--- config.mk ---
export PLATFORM = sky130hd
export DESIGN_NAME = dff_data_receiver
export DESIGN_NICKNAME = d
export VERILOG_FILES = /design/src/rtl/dff_link_pkg.sv /design/src/rtl/dff_rx_bank.sv /design/src/rtl/dff_data_receiver.sv
export SDC_FILE = /design/constraint.sdc
export NUM_CORES = 1
export LEC_CHECK = 0
export ABC_AREA = 0
export BUFFER_PORTS_ARGS = -buffer_cell sky130_fd_sc_hd__buf_2
export CAP_MARGIN = 40
export CORE_MARGIN = 4
export CORE_UTILIZATION = 55
export DETAILED_ROUTE_END_ITERATION = 16
export PLACE_DENSITY = 0.72
export SYNTH_ARGS = -nofsm -noshare
export SYNTH_HDL_FRONTEND = slang
export SYNTH_HIERARCHICAL = 1
export SYNTH_SLANG_ARGS = --single-unit
export TNS_END_PERCENT = 10
--- constraint.sdc ---
create_clock -name data_clk -period 3.9 [get_ports data_clk]
set_input_delay 0.39 -clock data_clk [delete_from_list [all_inputs] [get_ports data_clk]]
set_output_delay 0.39 -clock data_clk [all_outputs]
set_load 0.02 [all_outputs]
--- src/rtl/dff_link_pkg.sv ---
// Shared constants for the DFF error-count serial link: frame geometry, word order
// and receiver state encodings, common to the on-chip serializer and this receiver.
package dff_link_pkg;

    localparam int WORD_W          = 12;
    localparam int NUM_WORDS       = 20;
    localparam int IDX_W           = 5;
    localparam int NUM_CHIPS       = 2;
    localparam int CHAINS_PER_CHIP = 10;
    localparam int FRAME_BITS      = WORD_W * NUM_WORDS;
    localparam int BIT_CNT_W       = $clog2(WORD_W);

    localparam logic [IDX_W-1:0]     LAST_WORD_IDX = IDX_W'(NUM_WORDS - 1);
    localparam logic [IDX_W-1:0]     NUM_WORDS_IDX = IDX_W'(NUM_WORDS);
    localparam logic [BIT_CNT_W-1:0] LAST_BIT      = BIT_CNT_W'(WORD_W - 1);

    typedef enum logic {
        IDLE = 1'b0,
        RECV = 1'b1
    } rx_state_e;

    // Frame order: chip0 chain0..9, then chip1 chain0..9.
    function automatic logic [IDX_W-1:0] frame_slot(input int chip, input int chain);
        return IDX_W'(chip * CHAINS_PER_CHIP + chain);
    endfunction

endpackage

--- src/rtl/dff_rx_bank.sv ---
// Shadow bank filled word by word during a frame, plus a read bank that takes the
// whole frame at once on commit; registered read port with out-of-range reads returning 0.
module dff_rx_bank
    import dff_link_pkg::*;
(
    input  logic              clk,
    input  logic              rst_n,
    input  logic              wr_en,
    input  logic [IDX_W-1:0]  wr_addr,
    input  logic [WORD_W-1:0] wr_data,
    input  logic              commit,
    input  logic [IDX_W-1:0]  rd_addr,
    output logic [WORD_W-1:0] rd_data
);

    logic [WORD_W-1:0] shadow_q [NUM_WORDS];
    logic [WORD_W-1:0] shadow_d [NUM_WORDS];
    logic [WORD_W-1:0] bank_q   [NUM_WORDS];
    logic [WORD_W-1:0] bank_d   [NUM_WORDS];
    logic [WORD_W-1:0] rd_data_q;
    logic [WORD_W-1:0] rd_data_d;

    // Commit copies the post-write shadow so the word landing on the commit edge is included.
    always_comb begin
        for (int i = 0; i < NUM_WORDS; i++) begin
            shadow_d[i] = shadow_q[i];
            bank_d[i]   = bank_q[i];
            if (wr_en && (wr_addr == IDX_W'(i))) begin
                shadow_d[i] = wr_data;
            end
            if (commit) begin
                bank_d[i] = shadow_d[i];
            end
        end
        rd_data_d = '0;
        if (rd_addr < NUM_WORDS_IDX) begin
            rd_data_d = bank_q[rd_addr];
        end
    end

    always_ff @(posedge clk or negedge rst_n) begin
        if (!rst_n) begin
            for (int i = 0; i < NUM_WORDS; i++) begin
                shadow_q[i] <= '0;
                bank_q[i]   <= '0;
            end
            rd_data_q <= '0;
        end else begin
            shadow_q  <= shadow_d;
            bank_q    <= bank_d;
            rd_data_q <= rd_data_d;
        end
    end

    assign rd_data = rd_data_q;

endmodule

--- src/rtl/dff_data_receiver.sv ---
// Receiving end of the DFF error-count link: deserializes LSB-first 12-bit counts,
// publishes each word, and commits complete frames into a host-readable bank.
module dff_data_receiver
    import dff_link_pkg::*;
(
    input  logic              data_clk,
    input  logic              reset,
    input  logic              data_in,
    input  logic              rx_en,
    input  logic              clear_err,
    output logic [WORD_W-1:0] word_data,
    output logic [IDX_W-1:0]  word_idx,
    output logic              word_valid,
    output logic              frame_done,
    output logic [15:0]       frame_cnt,
    output logic              frame_err,
    input  logic [IDX_W-1:0]  rd_addr,
    output logic [WORD_W-1:0] rd_data
);

    rx_state_e            state_q, state_d;
    logic [BIT_CNT_W-1:0] bit_cnt_q, bit_cnt_d;
    logic [IDX_W-1:0]     word_cnt_q, word_cnt_d;
    logic [WORD_W-1:0]    sr_q, sr_d;
    logic [WORD_W-1:0]    word_data_q, word_data_d;
    logic [IDX_W-1:0]     word_idx_q, word_idx_d;
    logic                 word_valid_q, word_valid_d;
    logic                 frame_done_q, frame_done_d;
    logic [15:0]          frame_cnt_q, frame_cnt_d;
    logic                 frame_err_q, frame_err_d;
    logic [WORD_W-1:0]    shift_word;
    logic                 wr_en;
    logic                 commit;

    // New bit enters at the MSB, so after WORD_W shifts the first bit sits at bit 0.
    assign shift_word = {data_in, sr_q[WORD_W-1:1]};

    always_comb begin
        state_d      = state_q;
        bit_cnt_d    = bit_cnt_q;
        word_cnt_d   = word_cnt_q;
        sr_d         = sr_q;
        word_data_d  = word_data_q;
        word_idx_d   = word_idx_q;
        word_valid_d = 1'b0;
        frame_done_d = 1'b0;
        frame_cnt_d  = frame_cnt_q;
        frame_err_d  = clear_err ? 1'b0 : frame_err_q;
        wr_en        = 1'b0;
        commit       = 1'b0;

        unique case (state_q)
            IDLE: begin
                if (rx_en) begin
                    sr_d       = shift_word;
                    bit_cnt_d  = BIT_CNT_W'(1);
                    word_cnt_d = '0;
                    state_d    = RECV;
                end
            end
            RECV: begin
                if (!rx_en) begin
                    // Dropping rx_en exactly on a frame boundary is a clean stop, not an error.
                    if ((bit_cnt_q != '0) || (word_cnt_q != '0)) begin
                        frame_err_d = 1'b1;
                    end
                    bit_cnt_d  = '0;
                    word_cnt_d = '0;
                    state_d    = IDLE;
                end else begin
                    sr_d = shift_word;
                    if (bit_cnt_q == LAST_BIT) begin
                        word_data_d  = shift_word;
                        word_idx_d   = word_cnt_q;
                        word_valid_d = 1'b1;
                        wr_en        = 1'b1;
                        bit_cnt_d    = '0;
                        if (word_cnt_q == LAST_WORD_IDX) begin
                            frame_done_d = 1'b1;
                            frame_cnt_d  = frame_cnt_q + 16'd1;
                            commit       = 1'b1;
                            word_cnt_d   = '0;
                        end else begin
                            word_cnt_d = word_cnt_q + IDX_W'(1);
                        end
                    end else begin
                        bit_cnt_d = bit_cnt_q + BIT_CNT_W'(1);
                    end
                end
            end
            default: state_d = IDLE;
        endcase
    end

    always_ff @(posedge data_clk or negedge reset) begin
        if (!reset) begin
            state_q      <= IDLE;
            bit_cnt_q    <= '0;
            word_cnt_q   <= '0;
            sr_q         <= '0;
            word_data_q  <= '0;
            word_idx_q   <= '0;
            word_valid_q <= 1'b0;
            frame_done_q <= 1'b0;
            frame_cnt_q  <= '0;
            frame_err_q  <= 1'b0;
        end else begin
            state_q      <= state_d;
            bit_cnt_q    <= bit_cnt_d;
            word_cnt_q   <= word_cnt_d;
            sr_q         <= sr_d;
            word_data_q  <= word_data_d;
            word_idx_q   <= word_idx_d;
            word_valid_q <= word_valid_d;
            frame_done_q <= frame_done_d;
            frame_cnt_q  <= frame_cnt_d;
            frame_err_q  <= frame_err_d;
        end
    end

    dff_rx_bank u_bank (
        .clk     (data_clk),
        .rst_n   (reset),
        .wr_en   (wr_en),
        .wr_addr (word_cnt_q),
        .wr_data (shift_word),
        .commit  (commit),
        .rd_addr (rd_addr),
        .rd_data (rd_data)
    );

    assign word_data  = word_data_q;
    assign word_idx   = word_idx_q;
    assign word_valid = word_valid_q;
    assign frame_done = frame_done_q;
    assign frame_cnt  = frame_cnt_q;
    assign frame_err  = frame_err_q;

endmodule
==> run_results.csv, run 1 <==
group,metric,value,unit
timing,hold_viol,0,
cells_and_area,n_antenna_cell,0,
floorplanning,num_rows,74,
clocking,cts_hold_buf,2,
timing,max_freq,0.333,GHz
routing,drc_errors,0,
setup_path,timing.rr.end,"u_bank/bank_q[178]$_DFFE_PN0P_",
global_route,grt.met3_usage,0.0363,
power,powerDensity,476,nW/µm²
clocking,cts_root_buffer,"clkbuf_16",
synth,muxShareOfSynthArea,0.308,
routing,drt.antenna.violating_nets,0,
cells_and_area,drive_above_1_share,0.448,
power,vdd_drop_max,0.377,mV
cells_and_area,final_util,0.631,
routing,wl_per_cell,22.5,µm
min_path,hold_class,"primary input to flop",
clocking,cts_buffer_depth,3,
synth,async_flop_share,1.00,
global_route,gr-usage-all-layers,0.222,
global_route,grt_use_met1,0.318,
power,switching_share,0.237,
cells_and_area,syn2layout_area_growth,13.2,%
run,drv_cap,0,
power,seq_power_share,0.483,
placement,port-buffer-count,57,
power,p_switching,2900,µW
power,power_frac_clock,0.453,
timing,rsz0062_at_grt,"false",
placement,placed_cell_area,23800,µm²
routing,vias,12600,
timing,final-max-slew-violation-count,0,
cells_and_area,final_nets,1598,
setup_path,critical_path_required,4390,ps
synth,synth_xor_area_frac,0.00731,
synth,synthSimpleGateAreaFrac,0.0430,
setup_path,reg2regPathDepth,7,
timing,setup_tns,0,ps
synth,synth_fp_nets,1544,
timing,finalSetupViolations,0,
setup_path,critPathLaunchType,"flop",
routing,drt_pass1_iterations,5,
setup_path,critPathKind,"flop to flop",
timing,maxSlewHeadroom,0.414,
global_route,gr-total-overflow,0,
power,p_int,9350,µW
outcome,status,"finished clean",
setup_path,arrival,3500,ps
global_route,top_usage_layer,"met2",
setup_path,cp-end-kind,"flop",
synth,syn-instance-count,1529,
routing,vias_per_cell,5.83,
clocking,ctsResizeCount,0,
routing,drtIter0Drc,939,
setup_path,r2r_start,"bit_cnt_q[1]$_DFFE_PN0P_",
min_path,hold_depth,1,
floorplanning,initial_core_util,0.557,
synth,synth_warnings,6,
synth,synth-edff-count,0,
power,power,12300,µW
global_route,grt_pass1_wl,77.7,mm
timing,fin_crit_sh,0.771,
placement,gp_congestion,0.813,
synth,ys_seq_area_frac,0.604,
synth,postSynthAreaPerCell,14.9,µm²
floorplanning,num_io_pins,58,
synth,synth_compound_area_frac,0.0144,
synth,syn_area,22700,µm²
power,p_leak,0.0132,µW
timing,tightest_slew,879,ps
timing,clock-skew-final,34.4,ps
floorplanning,core,40800,µm²
synth,synthAdderAreaFrac,0.00275,
synth,synth_top_family_by_area,"multiplexers",
power,p_comb_frac,0.064,
floorplanning,die_area,44700,µm²
global_route,met2_usage,0.361,
global_route,grt_max_degree,137,
floorplanning,die_h,211,µm
setup_path,rrSetupSlack,890,ps
global_route,grt_antenna_before_repair,1,
synth,yosysUniqueCellTypes,46,
setup_path,worstPathMaxFanout,12,
routing,totalWireLength,48.7,mm
timing,fin_crit,3010,ps
clocking,cts-htree-levels,2,
cells_and_area,final_cell_area,25800,µm²
clocking,insertion_delay,610,ps
min_path,worstHoldStart,"rx_en",
clocking,cts_tree,"built",
clocking,cts_buffers,56,
clocking,cts.sinks,549,
placement,dp_hpwl,30.1,mm
clocking,path_clk_slew,60,ps
synth,ys.flop_type,"dfrtp_1",
floorplanning,die_w,211,µm
clocking,post_cts_buffers,0,
synth,ys_ff_latch,549,
min_path,hold_path_end,"state_q$_DFF_PN0_",
global_route,grt_pass1_vias,13300,
-- Yosys cell counts, types with 2 or more instances --
cell      count  share of area
xnor2_1      12         0.0046
nor2_1       17         0.0028
a21oi_1      15         0.0033
inv_1         6        0.00099
ha_1          5         0.0027
a32o_1        2        0.00088
nand4b_1      3         0.0012
mux2i_1      97          0.043
and4bb_2      4         0.0022
and3_1        3        0.00083
nor4_2        2         0.0011
a22oi_1      24         0.0079
nand4_1      15         0.0041
buf_1        13         0.0021
nor2b_1       7         0.0019
mux2_4       10         0.0066
nor4_1        2        0.00055
a211oi_1      2        0.00066
mux4_2       12          0.012
clkbuf_1     54         0.0089
buf_2        32         0.0070
nand3_1      31         0.0068
mux2_2      499           0.25
and2_1        3        0.00083
buf_4         3        0.00099
and4_1        4         0.0015
dfrtp_1     549           0.60
o21ai_0       4        0.00088
nor3_1        4        0.00088
nand2_1      73          0.012
xor2_1        7         0.0027
-- per-stage QoR --
step	hold WS, ps	setup slack, ps	cells
3_5_place_dp	460	683	2055
2_1_floorplan	94.4	1350	1529
6_report	131	893	2161
4_1_cts	88.6	927	2161
3_3_place_gp	452	841	2047
5_1_grt	116	781	2161
-- cell families (layout without fill, tap and decap cells) --
| group | count (synthesis) | after routing |
|---|---|---|
| multiplexers | 618 | 618 |
| flip-flops | 549 | 549 |
| AND/OR/NAND/NOR | 180 | 180 |
| buffers and inverters | 109 | 209 |
| AO/OA/AOI/OAI | 49 | 49 |
| XOR/XNOR | 19 | 19 |
| adder cells (fa/ha/maj) | 5 | 5 |
-- power groups by stage --
| stage | clock [µW] | sequential, µW | combinational [µW] |
|---|---|---|---|
| after floorplan | 0 | 5900 | 317 |
| after global placement | 0 | 6130 | 555 |
| after detailed placement | 0 | 6020 | 791 |
| after CTS | 5670 | 5910 | 795 |
| after global routing | 5910 | 5920 | 838 |
| final | 5550 | 5920 | 781 |
-- registers in the layout, indices dropped and copies added, names as in the netlist --
| register | cells |
|---|---|
| u_bank/bank_q | 240 |
| u_bank/shadow_q | 240 |
| frame_cnt | 16 |
| u_bank/rd_data | 12 |
| word_data | 12 |
| sr_q | 11 |
| word_cnt_q | 5 |
| word_idx | 5 |
| bit_cnt_q | 4 |
| frame_done | 1 |
| frame_err | 1 |
| state_q | 1 |
| word_valid | 1 |
-- final cells by class --
cell class	count	area, µm²
clock buffers	82	1710
clock inverters	22	253
fillers	2976	15100
inverters	6	22.5
multi-input cells	871	8550
flip-flops and latches	549	13700
well taps	532	666
repair buffers	99	816
-- cell usage in the layout (no fill, tap or decap), drive strengths merged, types with 5 or more instances in the layout --
cell and instances:
a21oi 15, a22oi 24, buf 97, bufinv 5, clkbuf 82, clkinv 16
dfrtp 549, ha 5, inv 6, mux2 509, mux2i 97, mux4 12
nand2 73, nand3 31, nand4 16, nor2 17, nor2b 7, nor3 5
xnor2 12, xor2 7
-- critical path, cell delays in order, from the launching register on --
cell and delay [ps]:
dfrtp_1 400, ha_1 270, nand3b_4 170, nor2_2 280
nand4b_1 340, or3_1 750, mux2_4 420, mux2_2 270
-- layer usage --
| metal | up-vias | wire (µm) | part of all wire |
|---|---|---|---|
| li1 | 5570 | - | - |
| met1 | 6750 | 22100 | 0.45 |
| met2 | 206 | 23700 | 0.49 |
| met3 | 68 | 1770 | 0.036 |
| met4 | 0 | 1130 | 0.023 |
| met5 | - | 0 | 0 |
-- how the worst max path moves through the flow --
stage	start	endpoint	slack, ps	depth (start not counted)
after detailed placement	rx_en	u_bank/bank_q[178]$_DFFE_PN0P_	680	7
after global placement	rx_en	u_bank/bank_q[178]$_DFFE_PN0P_	840	7
after CTS	bit_cnt_q[0]$_DFFE_PN0P_	u_bank/bank_q[178]$_DFFE_PN0P_	930	7
after global routing	bit_cnt_q[0]$_DFFE_PN0P_	u_bank/bank_q[178]$_DFFE_PN0P_	780	7
after floorplan	bit_cnt_q[0]$_DFFE_PN0P_	u_bank/bank_q[109]$_DFFE_PN0P_	1350	9
final	bit_cnt_q[1]$_DFFE_PN0P_	u_bank/bank_q[178]$_DFFE_PN0P_	890	7
No activity file was read; power rests on OpenSTA's default activity.
==> run 2: changes to the inputs <==
--- a/config.mk
+++ b/config.mk
@@ -5,7 +5,7 @@
 export SDC_FILE = /design/constraint.sdc
 export NUM_CORES = 1
 export LEC_CHECK = 0
-export ABC_AREA = 0
+export ABC_AREA = 1
 export BUFFER_PORTS_ARGS = -buffer_cell sky130_fd_sc_hd__buf_2
 export CAP_MARGIN = 40
 export CORE_MARGIN = 4
==> constraint.sdc (replaced) <==
create_clock -name data_clk -period 2.8 [get_ports data_clk]
set_input_delay 0.28 -clock data_clk [delete_from_list [all_inputs] [get_ports data_clk]]
set_output_delay 0.28 -clock data_clk [all_outputs]
set_load 0.02 [all_outputs]
==> run_results.csv, run 2 <==
group,metric,value,unit
outcome,status,"finished clean",
clocking,cts-htree-levels,2,
cells_and_area,syn2layout_area_growth,12.9,%
routing,drt_pass1_iterations,5,
timing,hold_ws,58.7,ps
setup_path,worstPathMaxFanout,71,
power,p_switching,3870,µW
min_path,worstHoldStart,"rx_en",
synth,ys_ff_latch,549,
synth,synthMostInstantiatedCell,"nand2_1",
min_path,hold_depth,2,
synth,yosysUniqueCellTypes,31,
min_path,hold_class,"primary input to flop",
synth,yosysTopAreaCellShare,0.594,
routing,drtIter0Drc,1726,
floorplanning,num_rows,74,
routing,drc_errors,0,
cells_and_area,drive_above_1_share,0.106,
synth,syn_area,23100,µm²
timing,final-max-slew-violation-count,0,
global_route,grt_pass1_wl,94.2,mm
timing,clock-skew-final,24.0,ps
global_route,grt_max_degree,121,
synth,ys.flop_type,"dfrtp_1",
global_route,gr-total-overflow,0,
clocking,cts_buffer_depth,3,
clocking,cts_buffers,56,
clocking,path_clk_slew,60,ps
routing,vias,17700,
synth,synth_top_family_by_area,"simple AND/OR/NAND/NOR gates",
synth,muxShareOfSynthArea,0.0117,
setup_path,cp-end-kind,"flop",
timing,setup_tns,0,ps
setup_path,critPathKind,"flop to flop",
floorplanning,initial_core_util,0.561,
setup_path,crit_start,"word_cnt_q[1]$_DFFE_PN0P_",
power,powerDensity,632,nW/µm²
clocking,insertion_delay,610,ps
synth,synth_fp_nets,2677,
clocking,cts_root_buffer,"clkbuf_16",
placement,dp_hpwl,35.6,mm
synth,synth_xor_area_frac,0.00547,
timing,fin_crit_sh,0.891,
cells_and_area,final_util,0.633,
synth,synthTopCellsByCount,"nand2_1 (869), dfrtp_1 (549), o21ai_0 (383)",
floorplanning,die_h,213,µm
setup_path,arrival,2990,ps
global_route,grt_pass1_vias,17500,
power,power_frac_clock,0.452,
floorplanning,core,41200,µm²
power,vdd_drop_max,0.426,mV
timing,rsz0062_at_grt,"false",
global_route,gr-usage-all-layers,0.263,
clocking,cts.sinks,549,
cells_and_area,final_common_cell,"nand2_1",
power,switching_share,0.235,
synth,synthTopCellsByArea,"dfrtp_1 (59%), nand2_1 (14%), o21ai_0 (8.3%)",
floorplanning,num_io_pins,58,
synth,syn-instance-count,2662,
setup_path,r2r_start,"word_cnt_q[1]$_DFFE_PN0P_",
setup_path,reg2regPathDepth,7,
cells_and_area,final.fill_count,3408,
cells_and_area,n_antenna_cell,0,
synth,synthSimpleGateAreaFrac,0.187,
synth,synth_compound_area_frac,0.121,
routing,wl_per_cell,17.8,µm
synth,postSynthAreaPerCell,8.68,µm²
placement,gp_congestion,0.863,
synth,synth-edff-count,0,
timing,hold_viol,0,
timing,tightest_slew,887,ps
cells_and_area,final_nets,2708,
synth,synthAdderAreaFrac,0.00271,
synth,synth_warnings,6,
run,drv_cap,0,
routing,vias_per_cell,5.43,
timing,maxSlewHeadroom,0.408,
routing,totalWireLength,58.3,mm
floorplanning,die_w,213,µm
timing,max_freq,0.401,GHz
placement,port-buffer-count,57,
clocking,ctsResizeCount,0,
synth,synth_top_area_cell,"dfrtp_1",
setup_path,critPathLaunchType,"flop",
power,p_int,12600,µW
timing,fin_crit,2500,ps
power,seq_power_share,0.486,
routing,drt.antenna.violating_nets,0,
setup_path,critical_path_required,3300,ps
global_route,grt_antenna_before_repair,0,
floorplanning,die_area,45400,µm²
clocking,cts_tree,"built",
cells_and_area,final_cell_mix,"nand2_1 (869), dfrtp_1 (549), o21ai_0 (383)",
synth,ys_seq_area_frac,0.594,
power,p_leak,0.0127,µW
synth,async_flop_share,1.00,
power,p_comb_frac,0.061,
timing,finalSetupViolations,0,
[run 2: changes by cell type in the layout (fill, tap and decap cells not counted), sizes merged, moves of 23 or more]
cell | before | now
nand3 | 31 | 152
o21ai | 4 | 515
inv | 6 | 289
nand2 | 73 | 876
buf | 97 | 137
mux2i | 97 | 0
mux2 | 509 | 24
a22oi | 24 | 1
[run 2: what timing repair did]
item,CTS,global route
hold buffers,3,0
buffers inserted,0,0
endpoints found under the hold margin,71,0
[run 2: cell type report]
| cell class | count | area [µm²] | share of cell area |
|---|---|---|---|
| flip-flops and latches | 549 | 13700 | 0.526 |
| multi-input cells | 1658 | 7560 | 0.290 |
| clock buffers | 85 | 1650 | 0.0632 |
| repair buffers | 140 | 1210 | 0.0462 |
| inverters | 288 | 1080 | 0.0415 |
| well taps | 532 | 666 | 0.0255 |
| clock inverters | 15 | 190 | 0.00729 |
[run 2: final timing paths]
path	to	slack, ps
setup / recovery	u_bank/bank_q[195]$_DFFE_PN0P_	300
hold / removal	state_q$_DFF_PN0_	60
setup reg to reg	u_bank/bank_q[195]$_DFFE_PN0P_	300
hold reg to reg	u_bank/shadow_q[172]$_DFF_PN0_	470
max in group asynchronous	u_bank/shadow_q[41]$_DFF_PN0_	1600
min in group asynchronous	word_data[1]$_DFFE_PN0P_	290
[run 2: kinds of logic (layout without fill, tap and decap cells)]
logic type / count (synthesis) / in the layout
AO/OA/AOI/OAI: 543 / 543
multiplexers: 24 / 24
adder cells (fa/ha/maj): 5 / 5
XOR/XNOR: 11 / 11
buffers and inverters: 455 / 528
flip-flops: 549 / 549
AND/OR/NAND/NOR: 1075 / 1075
[run 2: stage by stage]
stage               instances  instance area (µm²)  setup WS (ps)  power [µW]
global route             3267                26100           77.2       17100
global placement         3162                24200            423        9140
floorplan                2662                23100            537        8580
CTS                      3267                26100            332       16600
detailed placement       3164                24200            362        9170
finish                   3267                26100            305       16500
[run 2: worst max-delay path, cell delays in order (launching register included)]
cell and delay, ps:
dfrtp_1 540, ha_1 330, nand3_1 180, nor2_4 480, buf_12 380, buf_12 260
nand2_1 70, o21ai_0 110
[run 2: power groups by stage]
stage	logic [µW]	registers [µW]	clock network, µW
floorplan	378	8200	0
global route	1080	8030	7950
finish	1010	8030	7470
global placement	969	8170	0
CTS	1010	8030	7590
detailed placement	1000	8170	0
[run 2: metal layers]
layer  up-vias  routed length, µm  track usage
li1       8443                  -            -
met1      8612              25000        0.365
met2       584              27100        0.421
met3       110               4440       0.0554
met4         0               1710       0.0842
met5         -                  0            0
